===== src/rtl/alu_seq.sv =====
// ============================================================================
// Module   : alu_seq
// Purpose  : Registered ALU (add/sub/and/neg/or/xor/mov) behind a
//            start/ready/done handshake, with an optional shift-add multiply
//            enabled by the ALU_SEQ_MUL_EN macro.
// Revision : 1.0  initial release
// ============================================================================
`default_nettype none

module alu_seq #(
    parameter int W = 16
) (
    input  logic         clk,
    input  logic         reset,
    input  logic         start,
    input  logic [2:0]   op,
    input  logic [W-1:0] ain,
    input  logic [W-1:0] bin,
    output logic         ready,
    output logic         done,
    output logic [W-1:0] out,
    output logic [2:0]   status
);

    localparam logic [2:0] c_OP_ADD = 3'b000;
    localparam logic [2:0] c_OP_SUB = 3'b001;
    localparam logic [2:0] c_OP_AND = 3'b010;
    localparam logic [2:0] c_OP_NEG = 3'b011;
    localparam logic [2:0] c_OP_OR  = 3'b100;
    localparam logic [2:0] c_OP_XOR = 3'b101;
    localparam logic [2:0] c_OP_MUL = 3'b110;
    localparam logic [2:0] c_OP_MOV = 3'b111;

    logic [W-1:0] r_out;
    logic [2:0]   r_status;
    logic         r_done;

    logic         w_accept;
    logic [W-1:0] w_res;
    logic         w_v;
    logic         w_fin_load;
    logic [W-1:0] w_fin_res;
    logic         w_fin_v;

    assign w_accept = start && ready;

    // Single-cycle result straight from the operand ports at the accept edge.
    // MUL here only matters when the multiplier is absent: zero with V set.
    always_comb begin
        w_res = '0;
        w_v   = 1'b0;
        case (op)
            c_OP_ADD: begin
                w_res = ain + bin;
                w_v   = (ain[W-1] == bin[W-1]) && (w_res[W-1] != ain[W-1]);
            end
            c_OP_SUB: begin
                w_res = ain - bin;
                w_v   = (ain[W-1] != bin[W-1]) && (w_res[W-1] != ain[W-1]);
            end
            c_OP_AND: w_res = ain & bin;
            c_OP_NEG: begin
                w_res = ~bin + 1'b1;
                w_v   = (bin == {1'b1, {(W-1){1'b0}}});
            end
            c_OP_OR:  w_res = ain | bin;
            c_OP_XOR: w_res = ain ^ bin;
            c_OP_MUL: begin
                w_res = '0;
                w_v   = 1'b1;
            end
            c_OP_MOV: w_res = bin;
            default: begin
                w_res = '0;
                w_v   = 1'b0;
            end
        endcase
    end

`ifdef ALU_SEQ_MUL_EN
    localparam int CW = $clog2(W);

    typedef enum logic [0:0] {
        S_IDLE = 1'b0,
        S_MUL  = 1'b1
    } state_t;

    state_t         r_state;
    state_t         w_state_next;
    logic [W-1:0]   r_a;
    logic [W-1:0]   r_mplr;
    logic [2*W-1:0] r_acc;
    logic [CW-1:0]  r_cnt;
    logic [2*W-1:0] w_acc_next;
    logic           w_last;

    always_ff @(posedge clk) begin
        if (reset) begin
            r_state <= S_IDLE;
        end else begin
            r_state <= w_state_next;
        end
    end

    always_comb begin
        w_state_next = r_state;
        w_acc_next   = r_acc + (r_mplr[0] ? ({{W{1'b0}}, r_a} << r_cnt) : '0);
        w_last       = (r_state == S_MUL) && (r_cnt == CW'(W - 1));
        case (r_state)
            S_IDLE: if (start && (op == c_OP_MUL)) w_state_next = S_MUL;
            S_MUL:  if (w_last) w_state_next = S_IDLE;
            default: w_state_next = S_IDLE;
        endcase
    end

    assign ready = (r_state == S_IDLE);

    // The multiplier register shifts right so bit i is always at position 0.
    always_ff @(posedge clk) begin
        if (reset) begin
            r_a    <= '0;
            r_mplr <= '0;
            r_acc  <= '0;
            r_cnt  <= '0;
        end else if (w_accept && (op == c_OP_MUL)) begin
            r_a    <= ain;
            r_mplr <= bin;
            r_acc  <= '0;
            r_cnt  <= '0;
        end else if (r_state == S_MUL) begin
            r_acc  <= w_acc_next;
            r_mplr <= r_mplr >> 1;
            r_cnt  <= r_cnt + 1'b1;
        end
    end

    assign w_fin_load = (w_accept && (op != c_OP_MUL)) || w_last;
    assign w_fin_res  = w_last ? w_acc_next[W-1:0] : w_res;
    assign w_fin_v    = w_last ? (|w_acc_next[2*W-1:W]) : w_v;
`else
    assign ready      = 1'b1;
    assign w_fin_load = w_accept;
    assign w_fin_res  = w_res;
    assign w_fin_v    = w_v;
`endif

    always_ff @(posedge clk) begin
        if (reset) begin
            r_out    <= '0;
            r_status <= 3'b000;
            r_done   <= 1'b0;
        end else begin
            r_done <= w_fin_load;
            if (w_fin_load) begin
                r_out    <= w_fin_res;
                r_status <= {w_fin_res[W-1], w_fin_v, (w_fin_res == '0)};
            end
        end
    end

    assign out    = r_out;
    assign status = r_status;
    assign done   = r_done;

endmodule

`default_nettype wire

===== config.mk =====
export PLATFORM = sky130hd
export DESIGN_NAME = alu_seq
export DESIGN_NICKNAME = d
export VERILOG_FILES = /design/src/rtl/alu_seq.sv
export SDC_FILE = /design/constraint.sdc
export NUM_CORES = 1
export LEC_CHECK = 0
export CORE_MARGIN = 3
export CORE_UTILIZATION = 56
export DETAILED_ROUTE_END_ITERATION = 8
export GPL_TIMING_DRIVEN = 0
export PLACE_DENSITY = 0.92
export SYNTH_ARGS = -nofsm -noshare
export SYNTH_HDL_FRONTEND = slang
export SYNTH_SLANG_ARGS = --single-unit

===== constraint.sdc =====
create_clock -name clk -period 4.66 [get_ports clk]
set_input_delay 1.398 -clock clk [delete_from_list [all_inputs] [get_ports clk]]
set_output_delay 1.398 -clock clk [all_outputs]
set_load 0.1 [all_outputs]

==> results.sh <==
export IMPL_synth_top_area_frac=0.1569
export IMPL_rr_worst_depth=2
export IMPL_clk_latency_ps=260
export IMPL_finalPower_uw=904.9
export IMPL_min_delay_path_depth=2
export IMPL_critPathArrivalTime_ps=4790
export IMPL_ant_nets=0
export IMPL_tritoncts="built"
export IMPL_coreArea_mm2=0.006495
export IMPL_holdCritPathClass="reg2reg"
export IMPL_grt_pass1_wl_um=21150
export IMPL_fill_cells=561
export IMPL_overflow=0
export IMPL_critPathRequiredTime_ps=4860
export IMPL_cts_path_max_buffers=2
export IMPL_antenna_found_initial=1
export IMPL_synthCells=537
export IMPL_ff2ff_setup_slack_ps=3910
export IMPL_synth_area_leaders="ha_1 (16%), dfxtp_1 (9.9%), nor2_1 (5.1%)"
export IMPL_die_x_um=88.69
export IMPL_yosysSeqAreaShare=0.09935
export IMPL_crit_fanout=3
export IMPL_cp_start_kind="primary input"
export IMPL_gr_usage_all_layers=0.3490
export IMPL_final_setup_viol_count=0
export IMPL_netlist_area_mm2=0.003829
export IMPL_clkTransAtPathRegs_ps=70
export IMPL_finish_net_count=685
export IMPL_peakVddDrop_mv=0.08813
export IMPL_synth_ff_type="dfxtp_1"
export IMPL_cts_hold_buf=0
export IMPL_antenna_cells=0
export IMPL_initial_core_util=0.5895
export IMPL_path_class="in2reg"
export IMPL_tightest_slew_ps=984.2
export IMPL_endpoint_kind="register"
export IMPL_syn_area_per_cell_um2=7.130
export IMPL_post_dp_hpwl_um=10590
export IMPL_final_min_clock_period_ps=4582
export IMPL_synth_net_count=625
export IMPL_final_cell_mix="nor2_1 (52), inv_1 (48), clkdlybuf4s50_1 (47)"
export IMPL_power_density_mw_per_mm2=195.8
export IMPL_relSlewSlack=0.3418
export IMPL_maxCapViolCount=0
export IMPL_status="completed"
export IMPL_synth_edf_count=0
export IMPL_worstSetupStartpoint="ain[0]"
export IMPL_hold_ws_ps=481.8
export IMPL_grt_max_degree=11
export IMPL_synth_largest_area_cell="ha_1"
export IMPL_rows=29
export IMPL_cts_buffers=3
export IMPL_port_buffers=55
export IMPL_synthToLayoutAreaGrowth_pct=20.72
export IMPL_hold_viol_final=0
export IMPL_drv_slew=0
export IMPL_ys_warn_count=0
export IMPL_fmax_mhz=218.2
export IMPL_first_pass_iters=5
export IMPL_async_flop_share=0
export IMPL_fp_dieH_um=88.69
export IMPL_min_delay_start="out[0]$_SDFFE_PP0P_"
export IMPL_fin_skew_ps=0
export IMPL_cts_root_buf="clkbuf_8"
export IMPL_layout_drive_gt1_share=0.09396
export IMPL_gp_congestion=1.031
export IMPL_cts_sink_count=19
export IMPL_wirelength_um=13980
export IMPL_h_tree_depth=1
export IMPL_synth_seq_cells=19
export IMPL_wl_per_cell_um=20.77
export IMPL_pin_count=59
export IMPL_grt_pass1_vias=4147
export IMPL_final_common_cell="nor2_1"
export IMPL_ys_types=73
export IMPL_drcViolationCount=0
export IMPL_via_count=4528
export IMPL_period_share=0.9832
export IMPL_r2r_start="status[0]$_SDFFE_PP0P_"
export IMPL_die_area_mm2=0.007865
export IMPL_cellLeakagePower_nw=1.942
export IMPL_viasPerCell=6.728
export IMPL_drt_iter0_markers=525
## metal layers
metal | wire length [µm] | GRT usage | vias to the layer above
met5 | 13 | 0 | -
met4 | 437 | 0.1291 | 2
met3 | 1447 | 0.06145 | 53
met2 | 6328 | 0.5762 | 264
met1 | 5753 | 0.4521 | 2110
li1 | - | - | 2099
## registers in the layout, summed over array words and instances (netlist names)
signal and count:
done 1, out 16, status 2
## kinds of logic after synthesis
group | synth area share
AOI/OAI and AO/OA | 0.3369
xor gates and xnor gates | 0.03889
adders and majority gates | 0.1673
buffers and inverters | 0.09216
DFF | 0.09935
muxes | 0.03824
other | 0.0009795
and+or+nand+nor | 0.2261
## power by group
group	internal, mW	switching [mW]
combinational	0.208	0.399
clock	0.0609	0.0535
sequential	0.176	0.00703
total	0.445	0.460
## critical path: stages
cell	delay, ps
clkdlybuf4s50_1	510
inv_1	80
ha_2	200
inv_1	70
fa_1	200
nor2b_1	360
o31ai_1	160
a221o_1	360
a221oi_2	390
nand4_1	230
nor4_4	300
nand4_1	150
nor4_2	220
a31o_1	160
## synthesized netlist by cell type, drive strengths merged (4+ instances only)
library cell / n
o221a: 4
o21ai: 30
nand3: 7
a221o: 6
o211ai: 5
o21bai: 5
nand2: 27
nand2b: 6
nor2: 52
a31oi: 5
inv: 52
nor3: 20
a21oi: 31
a31o: 6
or2: 5
a221oi: 8
clkbuf: 28
buf: 9
o221ai: 6
mux2i: 9
a21o: 10
nand4: 11
nor4: 6
a22oi: 6
o31ai: 6
dfxtp: 19
a222oi: 4
o21a: 6
nor2b: 14
a211oi: 14
and2: 5
ha: 48
xnor2: 15
mux2: 5
or3: 4
## path summary, 6_finish.rpt
path | to
worst min-delay path | out[0]$_SDFFE_PP0P_
worst max register to register | status[0]$_SDFFE_PP0P_
worst min register to register | out[0]$_SDFFE_PP0P_
worst max-delay path | status[0]$_SDFFE_PP0P_
## repair_timing
| action | in CTS | in global routing |
|---|---|---|
| resized for setup | 7 | 20 |
| pin swaps | 0 | 4 |
| setup buffers | 0 | 2 |
| endpoints found under the setup margin | 1 | 5 |
## layout make-up
class / count / area (µm²) / share of cell area
buffer: 35 / 153.9 / 0.03330
timing repair buffer: 57 / 579.3 / 0.1253
sequential: 19 / 380.4 / 0.08230
tap: 77 / 96.34 / 0.02084
inverter: 52 / 195.2 / 0.04223
clock buffer: 4 / 45.04 / 0.009746
multi-input combinational: 429 / 3172 / 0.6862
## stage by stage
step	area, µm²	cells	worst slack (ps)	TNS (ps)	util
final	4622	673	78.06	0	0.7116
after global routing	4622	673	-64.46	-64.46	0.7116
after CTS	4544	673	56.24	0	0.6997
after detailed placement	4476	669	-372.0	-1006	0.6891
after global placement	4476	669	-315.2	-689.5	0.6891
after floorplan	3829	537	689.3	0	-
(Power assumes the default switching activity.)
